**config.mk**
```make
export PLATFORM = sky130hd
export DESIGN_NAME = shared_timer_arbiter
export DESIGN_NICKNAME = d
export VERILOG_FILES = /design/src/rtl/timer_pkg.sv /design/src/rtl/tick_prescaler.sv /design/src/rtl/shared_timer_arbiter.sv
export SDC_FILE = /design/constraint.sdc
export NUM_CORES = 1
export LEC_CHECK = 0
export BUFFER_PORTS_ARGS = -buffer_cell sky130_fd_sc_hd__buf_4
export CAP_MARGIN = 20
export CORE_ASPECT_RATIO = 1.1
export CORE_UTILIZATION = 51
export CTS_BUF_LIST = sky130_fd_sc_hd__clkbuf_4
export DETAILED_ROUTE_END_ITERATION = 10
export HOLD_SLACK_MARGIN = 0.05
export PLACE_DENSITY = 0.79
export RECOVER_POWER = 25
export SLEW_MARGIN = 20
export SYNTH_ARGS = -nofsm -noshare
export SYNTH_HDL_FRONTEND = slang
export SYNTH_SLANG_ARGS = --single-unit
export TNS_END_PERCENT = 50
```
**constraint.sdc**
```tcl
create_clock -name clk -period 2.1 [get_ports clk]
set_input_delay 0 -clock clk [delete_from_list [all_inputs] [get_ports clk]]
set_output_delay 0 -clock clk [all_outputs]
set_load 0.005 [all_outputs]
```
**src/rtl/timer_pkg.sv**
```systemverilog
// timer_pkg: shared FSM state encodings and width helper for shared_timer_arbiter
package timer_pkg;
  typedef enum logic [1:0] {IDLE = 2'd0, RUN = 2'd1, DONE = 2'd2} state_t;
  function automatic int clog2(input int v);
    int r;
    r = 0;
    for (int i = 0; i < 31; i++) if ((1 << i) < v) r = i + 1;
    return r;
  endfunction
endpackage

```
**src/rtl/tick_prescaler.sv**
```systemverilog
// tick_prescaler: divides clk into a one-cycle tick every DIV cycles
// ports: clk, rst (async, active-high), clr (sync clear, suppresses tick), tick (pulse when pcnt == DIV-1)
module tick_prescaler import timer_pkg::*; #(
  parameter int DIV = 25000000
) (
  input  logic clk,
  input  logic rst,
  input  logic clr,
  output logic tick
);
  localparam int PW = clog2(DIV) < 1 ? 1 : clog2(DIV);
  logic [PW-1:0] r_pcnt;
  assign tick = !clr && r_pcnt == PW'(DIV - 1);
  always_ff @(posedge clk or posedge rst)
    if (rst) r_pcnt <= '0;
    else r_pcnt <= (clr || tick) ? '0 : r_pcnt + 1'b1;
endmodule

```
**src/rtl/shared_timer_arbiter.sv**
```systemverilog
// shared_timer_arbiter: round-robin arbiter sharing one prescaled one-shot down-counter among NREQ requesters
// ports: clk, rst (async, active-high); req (level requests), delay (per-requester tick counts, CW each),
// cancel (abort current run); grant/done (one-hot 1-cycle pulses), busy (RUN or DONE), owner (last granted index)
module shared_timer_arbiter import timer_pkg::*; #(
  parameter int NREQ = 4,
  parameter int CW   = 16,
  parameter int DIV  = 25000000
) (
  input  logic                     clk,
  input  logic                     rst,
  input  logic [NREQ-1:0]          req,
  input  logic [NREQ*CW-1:0]       delay,
  input  logic                     cancel,
  output logic [NREQ-1:0]          grant,
  output logic [NREQ-1:0]          done,
  output logic                     busy,
  output logic [clog2(NREQ)-1:0]   owner
);
  localparam int OW = clog2(NREQ);
  state_t          r_state;
  logic [OW-1:0]   r_owner, r_rr_last, w_pick;
  logic [CW-1:0]   r_tcnt, w_delay;
  logic [NREQ-1:0] r_grant, r_done;
  logic            r_busy, w_tick, w_clr;
  // scan downward so the last hit is the nearest requester after rr_last
  always_comb begin
    w_pick = '0;
    for (int i = NREQ; i >= 1; i--)
      if (req[(int'(r_rr_last) + i) % NREQ]) w_pick = OW'((int'(r_rr_last) + i) % NREQ);
  end
  assign w_delay = delay[w_pick*CW +: CW];
  // prescaler restarts at every grant and on cancel, so each run starts on a fresh tick phase
  assign w_clr = r_state != RUN || cancel;
  tick_prescaler #(.DIV(DIV)) u_pre (
    .clk  (clk),
    .rst  (rst),
    .clr  (w_clr),
    .tick (w_tick)
  );
  always_ff @(posedge clk or posedge rst) begin
    if (rst) begin
      r_state   <= IDLE;
      r_owner   <= '0;
      r_rr_last <= OW'(NREQ - 1);
      r_tcnt    <= '0;
      r_grant   <= '0;
      r_done    <= '0;
      r_busy    <= 1'b0;
    end else begin
      r_grant <= '0;
      r_done  <= '0;
      case (r_state)
        IDLE: if (|req) begin
          r_owner   <= w_pick;
          r_rr_last <= w_pick;
          r_tcnt    <= w_delay;
          r_grant   <= NREQ'(1) << w_pick;
          r_busy    <= 1'b1;
          r_state   <= RUN;
        end
        RUN: if (cancel) begin
          r_state <= IDLE;
          r_busy  <= 1'b0;
        end else begin
          if (w_tick && r_tcnt != '0) r_tcnt <= r_tcnt - 1'b1;
          if (r_tcnt == '0 || (w_tick && r_tcnt == CW'(1))) begin
            r_state <= DONE;
            r_done  <= NREQ'(1) << r_owner;
          end
        end
        DONE: begin
          r_state <= IDLE;
          r_busy  <= 1'b0;
        end
        default: r_state <= IDLE;
      endcase
    end
  end
  assign grant = r_grant;
  assign done  = r_done;
  assign busy  = r_busy;
  assign owner = r_owner;
endmodule

```
Word level (Yosys, flattened, before mapping):

Cells that the tools add are included.
W data, S select, Z words.

* bits in registers: 56
* bits of input ports: 71
* output and inout port bits: 11
* logic and storage cells: 89

* $add $sub $neg: 6
* $lt $le $gt $ge: 4
* eq/ne operators: 10
* shift-type cells: 3
* muxes and demuxes: 33
* bitwise gates (word level): 4
* reductions and logical operators: 21

Operators by type and width (number)
* $shiftx A64 B7 Y16: 1
* $mux W16: 3
* $pmux W16 S2: 1
* $add A25 B1 Y25 const B: 1
* $eq A25 B25 Y1 const B: 1
* $mux W25: 1
* $mux W4: 5
* $eq A16 B1 Y1 const B: 1
* $logic_not A16 Y1: 1
* $lt A3 B4 Y1 const B: 4
* $reduce_bool A16 Y1: 1
* $sub A16 B1 Y16 const B: 1
* $mux W2: 7
* $mux W1: 10
* $bmux W1 S2: 4
* $ne A2 B2 Y1 const B: 4
* $reduce_or A2 Y1: 4
* $shl A1 B2 Y4 const A: 2
* $add A2 B1 Y2 const B: 2
* $add A2 B2 Y2 const B: 2
* $and A1 B1 Y1 const A: 4
* $pmux W2 S2: 1
* $reduce_and A2 Y1: 2
* $reduce_and A4 Y1: 1
* 13 further kinds: 17

Logic depth before layout (Yosys ltp):

Gate-level depths: netlist of run 1.

* depth in word-level cells: 13
* mapped depth: 10
* mapped depth without buffers: 8

Modules after synthesis:

From an unflattened synthesis of run 1, not the netlist that was laid out.

* cells, all modules: 401
* area total of the unflattened synthesis: 3606.0 um^2

Modules (own cells, without submodules)
* shared_timer_arbiter: instances 1, cells an instance 263, area an instance 2298.5 um^2, seq. area each 778.2 um^2
* tick_prescaler: instances 1, cells an instance 138, area an instance 1307.5 um^2, seq. area each 625.6 um^2

Least setup slack after synthesis of run 1:

OpenSTA, ideal clock, no wires.

* kind: register -> register
* start: reg u_pre.r_pcnt[17]
* end: reg r_tcnt[1]
* setup time: 0.080 ns
* arrival: 2.039 ns
* data required time: 2.020 ns
* path slack: -0.019 ns
* cell stages (with the launch flop): 7
* buffers on the path: 0
* clock period less this slack: 2.119 ns
* cell sequence: dfrtp_1 -> or4_1 -> nor4_2 -> nand2_1 -> o21ba_1 -> or3_1 -> o211ai_2

* word-level cells in the longest chain between the ends: 5

Ends and longest elaborated chain
* from (decl): RTL line tick_prescaler.sv:12 `logic [PW-1:0] r_pcnt;`
* from (signal assigned): RTL line tick_prescaler.sv:16 `else r_pcnt <= (clr || tick) ? '0 : r_pcnt + 1'b1;`
* $eq A25 B25 Y1: RTL line tick_prescaler.sv:13 `assign tick = !clr && r_pcnt == PW'(DIV - 1);`
* $logic_and A1 B1 Y1: RTL line tick_prescaler.sv:13
* $logic_and A1 B1 Y1: RTL line shared_timer_arbiter.sv:65 `if (w_tick && r_tcnt != '0) r_tcnt <= r_tcnt - 1'b1;`
* $ne A2 B2 Y1 (no line)
* $reduce_and A4 Y1 (no line)
* to (signal assigned): RTL line shared_timer_arbiter.sv:56 `r_tcnt <= w_delay;`
* to (signal assigned): RTL line shared_timer_arbiter.sv:65
* to (decl): RTL line shared_timer_arbiter.sv:22 `logic [CW-1:0] r_tcnt, w_delay;`

No other way between the ends.
A chain may end at the register's enable or synchronous reset.

Worst setup path in the final report of run 1:

Same ends and word-level chain as after synthesis.

==> results.txt, run 1 <==
The relative slew slack came out at 0.0642. Data on the critical path is required at its endpoint by 2.41 ns. Of the post-synthesis cell area, the part taken by muxes is 0.130. The synthesized netlist contains 57 unique library cells. The total negative slack for setup checks is -1.74 ns.

The total overflow left after global routing is 0. The max-capacitance violation count came out at 0. The reported net switching power came out at 0.00210 W. The number of vias after detailed routing is 3447. The global router's overall resource usage is 0.269. In this run the most used layer during global routing was met2.

The part of the cycle the worst path needs is 1.03. Cell internal power was estimated by the tool at 0.00311 W. The critical path endpoint category is a flip-flop. Static timing analysis puts the maximum clock frequency at 461 MHz. In the layout the commonest cells are sky130_fd_sc_hd__buf_4, sky130_fd_sc_hd__dfrtp_1, sky130_fd_sc_hd__nor2_1, sky130_fd_sc_hd__mux2i_1, sky130_fd_sc_hd__nand2_1. The remaining antenna violation count came out at 0.

Wires add up to 9350 um. The final-report max-slew violation count came out at 0. Of the total synthesized cell area, the portion taken by XOR and XNOR cells is 0.0574.

The standard-cell row count is 31. The critical path is of the flip-flop to flip-flop type. After the first detailed-routing iteration, the DRC count stood at 158.

The smallest clock period supported by the final layout is computed as 2.17 ns. The relative area change from synthesis to final layout came out at 42.0%. The met2 track demand over resource in global routing came out at 0.483. Synthesis inferred 56 register bits. The average wire length per cell after detail routing is 15.6 um. The top-level port count is 82. The checks that failed: negative setup slack. The async set or reset register ratio after synthesis came out at 1.00. The via count of the first global-routing pass is 3359. Leaving out fill and tap cells, the most frequent cell in the layout is sky130_fd_sc_hd__buf_4.

The worst-margin pin slew is 1.40 ns. The filler cell count came out at 409. After synthesis, the largest family of logic cells by area is simple AND/OR/NAND/NOR gates. The post-synthesis share of cell area spent on and, or, nand and nor gates came out at 0.220. The compound-cell area share of the yosys netlist is 0.128.

The clock sink count is 56. The vertical extent of the die is 89.0 um. The first-pass GRT wire length came out at 14900 um. The met3 track utilization from global routing came out at 0.0531.

After clock tree synthesis, the clock-pin slew on the worst setup and hold paths is 0.15 ns. The maximum level of the CTS H-tree is 2. The clock group share of total power came out at 0.116. The total number of yosys warnings came out at 0.

The maximum number of pins on one net before global-route repair is 57. The dominant register cell in the synthesized netlist is sky130_fd_sc_hd__dfrtp_1. The number of flops mapped to enable cells by yosys came out at 0. The final-report setup violation count is 40. The synthesized netlist cell count came out at 380. The net count reported at finish is 594.

The global-route track usage on met1 is 0.307. Of the synthesized area, sequential elements account for 0.400. The type of element launching the critical path is a flip-flop. The flow ran to the end, but the final reports show violations. The worst hold-check path type is input pin to flip-flop. The standard cell core area came out at 0.00663 mm2.

The sequential group share of total power came out at 0.313. The floorplan step set the die width to 81.1 um. The detail-routed via count per cell came out at 5.75. Setup repair after global routing could not meet its margin everywhere. The share of cells above drive strength 1 came out at 0.379. Of the total power, the share spent switching nets is 0.403. The number of antenna violations at the first check in global routing is 0. The maximum fanout along the worst path is 5.

The initial core utilization is 0.529. The net count after synthesis is 458. The number of buffer cells added on primary ports came out at 81. The setup skew after layout came out at 0.0171 ns. The number of buffers inserted during clock tree synthesis came out at 5. For the worst setup path, the data arrival time is 2.48 ns. The hold violation count in the final report came out at 0. The final estimated routing congestion in global placement is 0.843. The deepest clock path buffer count is 2. In this run the clock root is driven by a sky130_fd_sc_hd__clkbuf_4.

The setup slack after placement came out at -0.162 ns. The fraction of the mapped netlist area in adder cells came out at 0.0250. Once routing completed, OpenROAD measured the worst setup slack at -0.0696 ns.

At the later pin of the worst-skew pair, clock insertion delay measures 0.39 ns. The die covers 0.00722 mm2. The post-synthesis instance area came out at 0.00351 mm2. The TritonCTS clock tree is done. The mean cell area of the mapped netlist came out at 9.24 um2. The residual DRC count came out at 0. Power spread over the standard cell area amounts to 1040 mW/mm2. The half-perimeter wire length after detailed placement came out at 6310 um.

The combinational cell fraction of total power is 0.571. The number of search-and-repair iterations in the first detailed-routing pass is 4. The number of inserted diodes came out at 0. The worst IR drop on VDD is 0.875 mV. The leakage power is 2.29 nW.
## cells by family (layout without fill, tap and decap cells)
family | Yosys count | count (layout)
buffers and inverters | 27 | 164
XOR/XNOR | 23 | 23
flip-flops | 56 | 56
multiplexers | 45 | 45
AO/OA/AOI/OAI | 69 | 69
AND/OR/NAND/NOR | 153 | 153
adder cells (fa/ha/maj) | 7 | 7
## cell type report
cell class	instances	area [um2]	area share
clock inverter	2	35.0	0.00703
timing repair buffer	144	1200	0.241
clock buffer	6	45.0	0.00904
tap	82	103	0.0206
inverter	12	45.0	0.00904
multi-input combinational	297	2150	0.431
sequential	56	1400	0.282
## critical path: stages (launching register included)
cell                       delay [ns]
sky130_fd_sc_hd__dfrtp_1         0.40
sky130_fd_sc_hd__or4_4           0.54
sky130_fd_sc_hd__nor4_4          0.32
sky130_fd_sc_hd__nand2_2         0.17
sky130_fd_sc_hd__o21ba_4         0.28
sky130_fd_sc_hd__or3_1           0.32
sky130_fd_sc_hd__o211ai_2        0.07
## repair_timing
action	CTS	global route
gates cloned	3	0
hold buffers	9	0
pin swaps	7	5
setup endpoints to repair	21	45
setup buffers	6	2
resized for setup	17	28
endpoints found under the hold margin	62	0
## flip-flops by register name (all words and copies together), names as in the netlist
name / flops
grant: 4
owner: 2
r_rr_last: 2
done: 4
r_tcnt: 16
busy: 1
r_state: 2
u_pre.r_pcnt: 25
## layer usage
metal	vias to the layer above	wire, um
met2	135	4850
met5	-	0
met1	1657	3720
met4	0	276
li1	1628	-
met3	27	501
## metrics by stage
stage                     area (um2)  instances  hold WS [ns]  total power [W]  utilization
after detailed placement        4510        571         0.249          0.00396        0.679
after floorplan                 3520        380         0.215          0.00311            -
after CTS                       4880        597        0.0564          0.00492        0.736
after global placement          4510        571         0.242          0.00386        0.679
final                           4980        599        0.0607          0.00521        0.752
after global routing            4980        599        0.0755          0.00548        0.752
## synthesized netlist by cell type (3+ instances only)
| master | count | share of area |
|---|---|---|
| sky130_fd_sc_hd__a21oi_1 | 24 | 0.034 |
| sky130_fd_sc_hd__and3_1 | 4 | 0.0071 |
| sky130_fd_sc_hd__and3_2 | 3 | 0.0064 |
| sky130_fd_sc_hd__buf_2 | 8 | 0.011 |
| sky130_fd_sc_hd__clkbuf_1 | 4 | 0.0043 |
| sky130_fd_sc_hd__dfrtp_1 | 54 | 0.39 |
| sky130_fd_sc_hd__ha_1 | 7 | 0.025 |
| sky130_fd_sc_hd__inv_1 | 12 | 0.013 |
| sky130_fd_sc_hd__mux2_2 | 6 | 0.019 |
| sky130_fd_sc_hd__mux2i_1 | 39 | 0.11 |
| sky130_fd_sc_hd__nand2_1 | 31 | 0.033 |
| sky130_fd_sc_hd__nand2b_1 | 3 | 0.0053 |
| sky130_fd_sc_hd__nand3_1 | 18 | 0.026 |
| sky130_fd_sc_hd__nand4_1 | 4 | 0.0071 |
| sky130_fd_sc_hd__nand4b_1 | 3 | 0.0075 |
| sky130_fd_sc_hd__nor2_1 | 50 | 0.053 |
| sky130_fd_sc_hd__nor2b_1 | 5 | 0.0089 |
| sky130_fd_sc_hd__nor3_1 | 9 | 0.013 |
| sky130_fd_sc_hd__nor4_1 | 4 | 0.0071 |
| sky130_fd_sc_hd__o211ai_1 | 3 | 0.0064 |
| sky130_fd_sc_hd__o21ai_0 | 18 | 0.026 |
| sky130_fd_sc_hd__o32ai_1 | 3 | 0.0075 |
| sky130_fd_sc_hd__or3_1 | 3 | 0.0053 |
| sky130_fd_sc_hd__xnor2_1 | 12 | 0.030 |
| sky130_fd_sc_hd__xor2_1 | 11 | 0.027 |
## power groups by stage
| stage | Combinational, W | Clock [W] | Sequential [W] |
|---|---|---|---|
| after floorplan | 0.00155 | 0 | 0.00156 |
| final | 0.00297 | 0.000605 | 0.00163 |
| after global placement | 0.00229 | 0 | 0.00157 |
| after CTS | 0.00274 | 0.000606 | 0.00158 |
| after global routing | 0.00317 | 0.000656 | 0.00165 |
| after detailed placement | 0.00237 | 0 | 0.00159 |
## path summary, 6_finish.rpt
kind / to / start / slack [ns] / cells after the start
setup / recovery: r_tcnt[1] / u_pre.r_pcnt[17] / -0.07 / 6
hold / removal: grant[0] / req[0] / 0.06 / 3
setup reg to reg: r_tcnt[1] / u_pre.r_pcnt[17] / -0.07 / 6
hold reg to reg: u_pre.r_pcnt[0] / u_pre.r_pcnt[0] / 0.52 / 1
max in group asynchronous: u_pre.r_pcnt[6] / rst / 0.63 / 4
min in group asynchronous: done[0] / rst / 0.63 / 4
No activity file was read; power rests on OpenSTA's default activity.
==> inputs of run 2 (changes only) <==
--- a/config.mk
+++ b/config.mk
@@ -5,10 +5,11 @@
 export SDC_FILE = /design/constraint.sdc
 export NUM_CORES = 1
 export LEC_CHECK = 0
+export ABC_AREA = 1
 export BUFFER_PORTS_ARGS = -buffer_cell sky130_fd_sc_hd__buf_4
 export CAP_MARGIN = 20
 export CORE_ASPECT_RATIO = 1.1
-export CORE_UTILIZATION = 51
+export CORE_UTILIZATION = 52
 export CTS_BUF_LIST = sky130_fd_sc_hd__clkbuf_4
 export DETAILED_ROUTE_END_ITERATION = 10
 export HOLD_SLACK_MARGIN = 0.05
==> results.txt, run 2 <==
Synthesis inferred 56 register bits. The residual DRC count is 0. Power spread over the standard cell area amounts to 1440 mW/mm2.

The path class of the tightest hold or removal check is input pin to flip-flop. The register with the most flip-flops in the layout has 25 of them. The DRC violation total after the first TritonRoute iteration is 319.

The final-report setup violation count is 13. The arrival time of the worst setup path came out at 2.57 ns. The initial core utilization came out at 0.537. The worst setup path is captured at a flip-flop. The maximum level of the CTS H-tree came out at 2. The post-synthesis instance area came out at 0.00401 mm2. u_pre.r_pcnt holds more flip-flops than any other register. The largest incremental delay on the critical path came out at 0.67 ns.

Setup repair after global routing could not meet its margin everywhere. The deepest clock path buffer count came out at 2. The floorplan has 33 rows. The commonest cells after synthesis are sky130_fd_sc_hd__nand2_1, sky130_fd_sc_hd__nor2_1, sky130_fd_sc_hd__inv_1, sky130_fd_sc_hd__dfrtp_1, sky130_fd_sc_hd__nand3_1. The run finished, with violations left. The first global-routing pass estimated 18100 um of wire.

The hold slack came out at 0.0743 ns. The wire length after detailed routing came out at 13200 um. The number of clock buffers added by TritonCTS is 5. The final-report max-slew violation count came to 0. The clock latency at the later pin of the worst-skew pair is 0.38 ns. The leakage power came out at 2.76 nW.

The top-level port count came out at 82. The async set or reset register ratio after synthesis came out at 1.00. The synthesized netlist cell count is 614. The multi-input combinational cells in the finished layout cover a total of 0.00248 mm2.

The design draws 0.00798 W. The cell family contributing the most delay on the critical path is simple AND/OR/NAND/NOR gates. The maximum number of pins on one net before global-route repair came out at 37. The cell taking the most area after synthesis is sky130_fd_sc_hd__dfrtp_1. The library cell used most frequently in the layout, excluding fill and tap cells, is sky130_fd_sc_hd__nand2_1. The most frequent cell on the critical path is sky130_fd_sc_hd__nand2_1. The number of different library cells used by synthesis comes to 38. The time the worst path needs with I/O delays and setup came out at 2.25 ns. The remaining antenna violation count came out at 0. The net count reported at finish is 821. Along the worst path, the maximum fanout reaches 8. For the pin with the worst max-slew slack, the measured transition is 1.07 ns. The buffers plus inverters on the worst setup path came out at 3. The filler cell count is 517.

The share of synthesized area in the top cell type comes to 0.337. Clock-pin slew was measured on the worst setup and hold paths at 0.17 ns. The number of search-and-repair iterations in the first detailed-routing pass came out at 5. The relative slew slack is 0.286. The dominant register cell in the synthesized netlist is sky130_fd_sc_hd__dfrtp_1. The register area is 0.00140 mm2. The half-perimeter wire length after detailed placement is 7660 um. From left edge to right edge, the die measures 85.8 um. The standard cell core area is 0.00747 mm2. The total number of yosys warnings is 0.

Yosys mapped a number of flops with a built-in enable equal to 0. The type of element launching the critical path is a flip-flop. After detailed routing, the average wire length per cell comes to 15.5 um. The number of vias after detailed routing is 4748. The hold violation count in the final report was 0. The upper clock frequency limit is 445 MHz. The net count after synthesis came out at 692. The post-route worst setup slack came out at -0.147 ns. The number of antenna violations at the first check in global routing was 0. The number of inserted diodes is 0. The largest registers in the layout are u_pre.r_pcnt (25), r_tcnt (16). Of the synthesized area, sequential elements account for 0.350. In the layout the commonest cells are sky130_fd_sc_hd__nand2_1, sky130_fd_sc_hd__buf_4, sky130_fd_sc_hd__nor2_1, sky130_fd_sc_hd__inv_1, sky130_fd_sc_hd__dfrtp_1. After synthesis, the mean cell area works out to 6.54 um2.

Sorting the synthesized cells by area gives the leading types as sky130_fd_sc_hd__dfrtp_1, sky130_fd_sc_hd__nand2_1, sky130_fd_sc_hd__nor2_1, sky130_fd_sc_hd__nand3_1, sky130_fd_sc_hd__inv_1. The checks that failed: negative setup slack. Before CTS, the worst setup slack after placement is 0.00811 ns. The detail-routed via count per cell is 5.59. The max-capacitance violation count is 0. The area of the die came out at 0.00807 mm2.

The slowest stage of the critical path belongs to the cell sky130_fd_sc_hd__dfstp_2. Of the cells placed in the final design, the portion with a size suffix greater than 1 is 0.249. The clock sink count is 56.

Buffers placed on the I/O ports in this run total 81. The data required time at the worst endpoint is 2.42 ns. The worst IR drop on VDD came out at 1.43 mV.

At the end of routability-driven placement, the weighted congestion stood at 0.930. Across the routed clock network, the largest skew measured is 0.0117 ns. For this run, the total global-route usage over all layers was measured as 0.276.

The root buffer cell chosen for the clock tree is sky130_fd_sc_hd__clkbuf_4. By instance count, the leading cell after synthesis is sky130_fd_sc_hd__nand2_1. The relative area change from synthesis to final layout is 38.3%. The signal on the critical path passes through clkinv_4 -> nand2_4 -> nand3_2 -> nand2_2 -> inv_2 -> nand2_4 -> nand2_4 -> nand2_8 -> clkbuf_16 -> nand3_1 -> nand2_1 -> nand2_1 -> nand2_1 -> nand2_1 -> a21oi_2. The residual overflow from global routing is 0. The floorplan step set the die height to 94.1 um. At the end of the flow the core is filled with cells to 0.743.

By startpoint and endpoint, the worst setup path is classified as flip-flop to flip-flop. The total negative slack for setup checks came out at -0.991 ns. The via count of the first global-routing pass came out at 4123. Of the available clock period, the critical path in the final layout requires 1.07. The TritonCTS clock tree is done.
## run 2: cell types whose count changed in the layout (fill, tap and decap cells not counted), sizes merged, moves of 9 or more
cell,change
dlygate4sd3,+23
nor3,+9
buf,-31
xnor2,-10
inv,+48
nand3,+31
nand2,+195
a21oi,+12
nor2,+32
mux2i,-39
## run 2: layout make-up
type	instances	area share
multi-input combinational	481	0.448
timing repair buffer	136	0.218
sequential	56	0.253
clock buffer	5	0.00676
clock inverter	3	0.00428
inverter	62	0.0453
tap	105	0.0237
timing repair inverter	1	0.000902
## run 2: metal layers
layer / up-vias / wire (um) / track usage
met5: - / 0 / 0
met4: 0 / 592 / 0.0819
met3: 70 / 1010 / 0.0395
met2: 270 / 6620 / 0.516
met1: 2184 / 4950 / 0.326
li1: 2224 / - / -
## run 2: power by group
group          switching (W)  internal [W]  leakage, nW  total [W]
combinational        0.00370       0.00216         2.01    0.00586
clock               0.000351      0.000133       0.0274   0.000484
sequential          0.000271       0.00136        0.727    0.00163
total                0.00432       0.00366         2.76    0.00798
## run 2: timing repair
item / in CTS / in global routing
endpoints found under the hold margin: 44 / 0
buffers inserted: 0 / 6
resized for setup: 2 / 56
setup endpoints to repair: 3 / 18
cloned: 0 / 11
pin swaps: 0 / 29
hold buffers: 32 / 0
## run 2: worst register-to-register path, delay by kind of cell, from the launching register on
| kind | cells | cell delay [ns] |
|---|---|---|
| buf+inv | 3 | 0.34 |
| flops | 1 | 0.67 |
| simple gates | 11 | 1.04 |
| compound gates | 1 | 0.13 |
## run 2: kinds of logic after synthesis
family | after synthesis | share of synthesized area
simple gates | 397 | 0.437
compound gates | 66 | 0.0857
fa+ha+maj | 7 | 0.0218
xor+xnor | 6 | 0.0131
flops | 56 | 0.350
buf+inv | 82 | 0.0929
## run 2: path summary, 6_finish.rpt
| path | cells past startpoint | from | slack [ns] | to |
|---|---|---|---|---|
| min in group asynchronous | 3 | rst | 0.42 | done[1] |
| max in group asynchronous | 4 | rst | 0.84 | r_tcnt[8] |
| worst min register to register | 1 | u_pre.r_pcnt[0] | 0.48 | u_pre.r_pcnt[0] |
| worst min-delay path | 7 | delay[41] | 0.07 | r_tcnt[9] |
| worst max register to register | 15 | r_rr_last[0] | -0.15 | r_tcnt[0] |
| worst max-delay path | 15 | r_rr_last[0] | -0.15 | r_tcnt[0] |
## run 2: metrics by stage
step	area [um2]	cells
final	5550	849
after global routing	5550	849
after CTS	5110	832
after detailed placement	4720	792
after global placement	4720	792
after floorplan	4010	614
==> inputs of run 3 (changes only) <==
--- a/config.mk
+++ b/config.mk
@@ -5,15 +5,14 @@
 export SDC_FILE = /design/constraint.sdc
 export NUM_CORES = 1
 export LEC_CHECK = 0
-export ABC_AREA = 1
 export BUFFER_PORTS_ARGS = -buffer_cell sky130_fd_sc_hd__buf_4
 export CAP_MARGIN = 20
 export CORE_ASPECT_RATIO = 1.1
-export CORE_UTILIZATION = 52
+export CORE_UTILIZATION = 51
 export CTS_BUF_LIST = sky130_fd_sc_hd__clkbuf_4
 export DETAILED_ROUTE_END_ITERATION = 10
 export HOLD_SLACK_MARGIN = 0.05
-export PLACE_DENSITY = 0.79
+export PLACE_DENSITY = 0.81
 export RECOVER_POWER = 25
 export SLEW_MARGIN = 20
 export SYNTH_ARGS = -nofsm -noshare
==> constraint.sdc (replaced) <==
create_clock -name clk -period 2.1 [get_ports clk]
set_input_delay 0.315 -clock clk [delete_from_list [all_inputs] [get_ports clk]]
set_output_delay 0.315 -clock clk [all_outputs]
set_load 0.005 [all_outputs]
==> results.txt, run 3 (synthesis gave the netlist of run 1 again) <==
Counting along the longest clock path gives a buffer depth of 2. Based on the critical path, the design can be clocked at up to 467 MHz. The number of antenna violations at the first check in global routing is 0. The final non-filler cell area is 0.00478 mm2. The DRC violation total after the first TritonRoute iteration came out at 144. The top-level port count came out at 82. The number of vias after detailed routing is 3309. At the end of routability-driven placement, the weighted congestion stood at 0.888. The relative slew slack is 0.518.

The average wire length per cell after detail routing came out at 15.4 um. The checks that failed: negative setup slack. Setup repair after global routing could not meet its margin everywhere.

The maximum fanout along the worst path is 6. In the final layout, the share of cells above drive strength 1 is 0.356. Entering global routing, the biggest net connects 36 pins. The global router's overall resource usage is 0.250.

The type of element launching the critical path is a flip-flop. The part of the cycle the worst path needs is 1.02. The global-route track usage on met1 came out at 0.296.

The reported net switching power is 0.00196 W. In this run the power density over the cells is 1020 mW/mm2. In the global route stage, met3 resource usage came out at 0.0459. The vertical extent of the die came out at 89.0 um. The area of the die is 0.00722 mm2. The first-pass GRT wire length is 14100 um.

The placed instance area is 0.00448 mm2. The sequential group share of total power came out at 0.334. Once detail routing completed, the nets flagged for antenna violations numbered 0. The maximum level of the CTS H-tree is 2. The worst setup path is captured at a flip-flop. The clock sink count is 56. From synthesis to final layout, the design area changed by 36.1%.

The leakage power came out at 2.18 nW. The half-perimeter wire length after detailed placement came out at 6300 um. Counting I/O delays and the setup requirement, the final critical path takes 2.14 ns. At the worst endpoint, the arrival time is 2.48 ns. The clock group share of total power is 0.126. The number of buffers inserted during clock tree synthesis is 5. The number of inserted diodes is 0. The clock latency at the later pin of the worst-skew pair is 0.40 ns.

In the layout the commonest cells are sky130_fd_sc_hd__buf_4, sky130_fd_sc_hd__dfrtp_1, sky130_fd_sc_hd__nor2_1, sky130_fd_sc_hd__mux2i_1, sky130_fd_sc_hd__nand2_1. For this configuration, the core starts out at a cell density of 0.529. The worst hold-check path type is input pin to flip-flop.

The via count of the first global-routing pass came out at 3261. The post-route core utilization is 0.720. The pre-antenna-repair detailed-routing pass consisted of 5 iterations. From left edge to right edge, the die measures 81.1 um. The residual DRC count came out at 0. The final-report max-slew violation count came to 0.

The clock slew at the register clock pins of the worst setup and hold paths came out at 0.17 ns. The hold violation count in the final report came out at 0. The combinational cell fraction of total power came out at 0.540. The most congested layer reported by global routing is met2. At the end of the flow, the number of nets in the layout was 577. Ranked by flip-flop count, first place goes to u_pre.r_pcnt. The run finished, with violations left. STA puts the critical path data required time at 2.44 ns. The number of flip-flops in the largest register is 25. Setup violations remaining at the end of the flow were counted as 13. The post-route worst setup slack is -0.0420 ns. Max-cap violations in this run came to 0.

The internal portion of the total power is 0.00289 W. Across the routed clock network, the largest skew measured is 0.0197 ns. For this run the aggregate overflow at the end of global routing stands at 0. The startpoint-to-endpoint class of the critical path is flip-flop to flip-flop. The worst-margin pin slew is 0.723 ns. Across all hold checks on the routed design, the worst slack comes to 0.321 ns. TritonCTS built the clock tree.

The standard cell core area came out at 0.00663 mm2. The root cell of the clock tree is sky130_fd_sc_hd__clkbuf_4. The number of buffer cells added on primary ports came out at 81. The standard-cell row count came out at 31. The worst IR drop on VDD is 0.718 mV. Dividing the detail-routed via count by the number of cells gives 5.69. The largest registers in the layout are u_pre.r_pcnt (25), r_tcnt (16). At the placement stage, the worst setup path has a slack of -0.124 ns. The power consumption came out at 0.00485 W. The proportion of total power due to net switching is 0.405. The most common cell after layout, fill and taps aside is sky130_fd_sc_hd__buf_4. The met2 track demand over resource in global routing is 0.448.

The wire length after detailed routing came out at 8950 um.
run 3: changes by cell type in the layout (fill, tap and decap cells not counted), moves of 23 or more:
cell / delta
sky130_fd_sc_hd__inv_1: -43
sky130_fd_sc_hd__nor2_1: -27
sky130_fd_sc_hd__mux2i_1: +39
sky130_fd_sc_hd__nand3_1: -23
sky130_fd_sc_hd__dlygate4sd3_1: -31
sky130_fd_sc_hd__nand2_1: -164
run 3: area by class of cell:
class	instances	area, um2
Inverter	12	45.0
Clock inverter	3	42.5
Fill cell	484	1860
Tap cell	82	103
Timing Repair Buffer	127	1050
Sequential cell	56	1400
Clock buffer	5	37.5
Multi-Input combinational cell	297	2100
run 3: worst paths after layout:
path	from	end	slack (ns)	depth (start not counted)
hold / removal	cancel	r_state[1]	0.32	3
setup reg to reg	u_pre.r_pcnt[9]	r_tcnt[1]	-0.04	6
max in group asynchronous	rst	u_pre.r_pcnt[13]	0.97	4
hold reg to reg	u_pre.r_pcnt[0]	u_pre.r_pcnt[0]	0.52	1
setup / recovery	u_pre.r_pcnt[9]	r_tcnt[1]	-0.04	6
min in group asynchronous	rst	r_tcnt[3]	0.67	4
run 3: metrics by stage:
stage	TNS, ns	std cells
2_1_floorplan	0	380
3_3_place_gp	-0.218	566
6_report	-0.258	582
5_1_grt	-2.45	582
3_5_place_dp	-1.10	566
4_1_cts	-0.265	578
run 3: power by group through the flow:
stage / combinational [W] / clock [W] / sequential, W
after floorplan: 0.00155 / 0 / 0.00156
after global placement: 0.00221 / 0 / 0.00159
after detailed placement: 0.00229 / 0 / 0.00161
after CTS: 0.00236 / 0.000621 / 0.00159
after global routing: 0.00284 / 0.000655 / 0.00165
final: 0.00262 / 0.000609 / 0.00162
run 3: worst max-delay path, cell delays in order (launching register included):
cell and delay (ns):
sky130_fd_sc_hd__dfrtp_1 0.40, sky130_fd_sc_hd__or4b_4 0.54, sky130_fd_sc_hd__nor4_4 0.33, sky130_fd_sc_hd__nand2_2 0.15
sky130_fd_sc_hd__o21ba_4 0.27, sky130_fd_sc_hd__or3_1 0.32, sky130_fd_sc_hd__o211ai_2 0.06
run 3: metal layers:
metal	share of wire	vias to the layer above
met5	0	-
met4	0.019	0
met3	0.042	17
met2	0.53	103
met1	0.41	1597
li1	-	1592
run 3: repair_timing:
action / in CTS / in global routing
pin swaps: 8 / 7
setup endpoints to repair: 22 / 46
setup buffers: 3 / 1
gates resized for setup: 10 / 19
gates cloned: 0 / 3
endpoints found under the hold margin: 54 / 0
hold buffers: 1 / 0
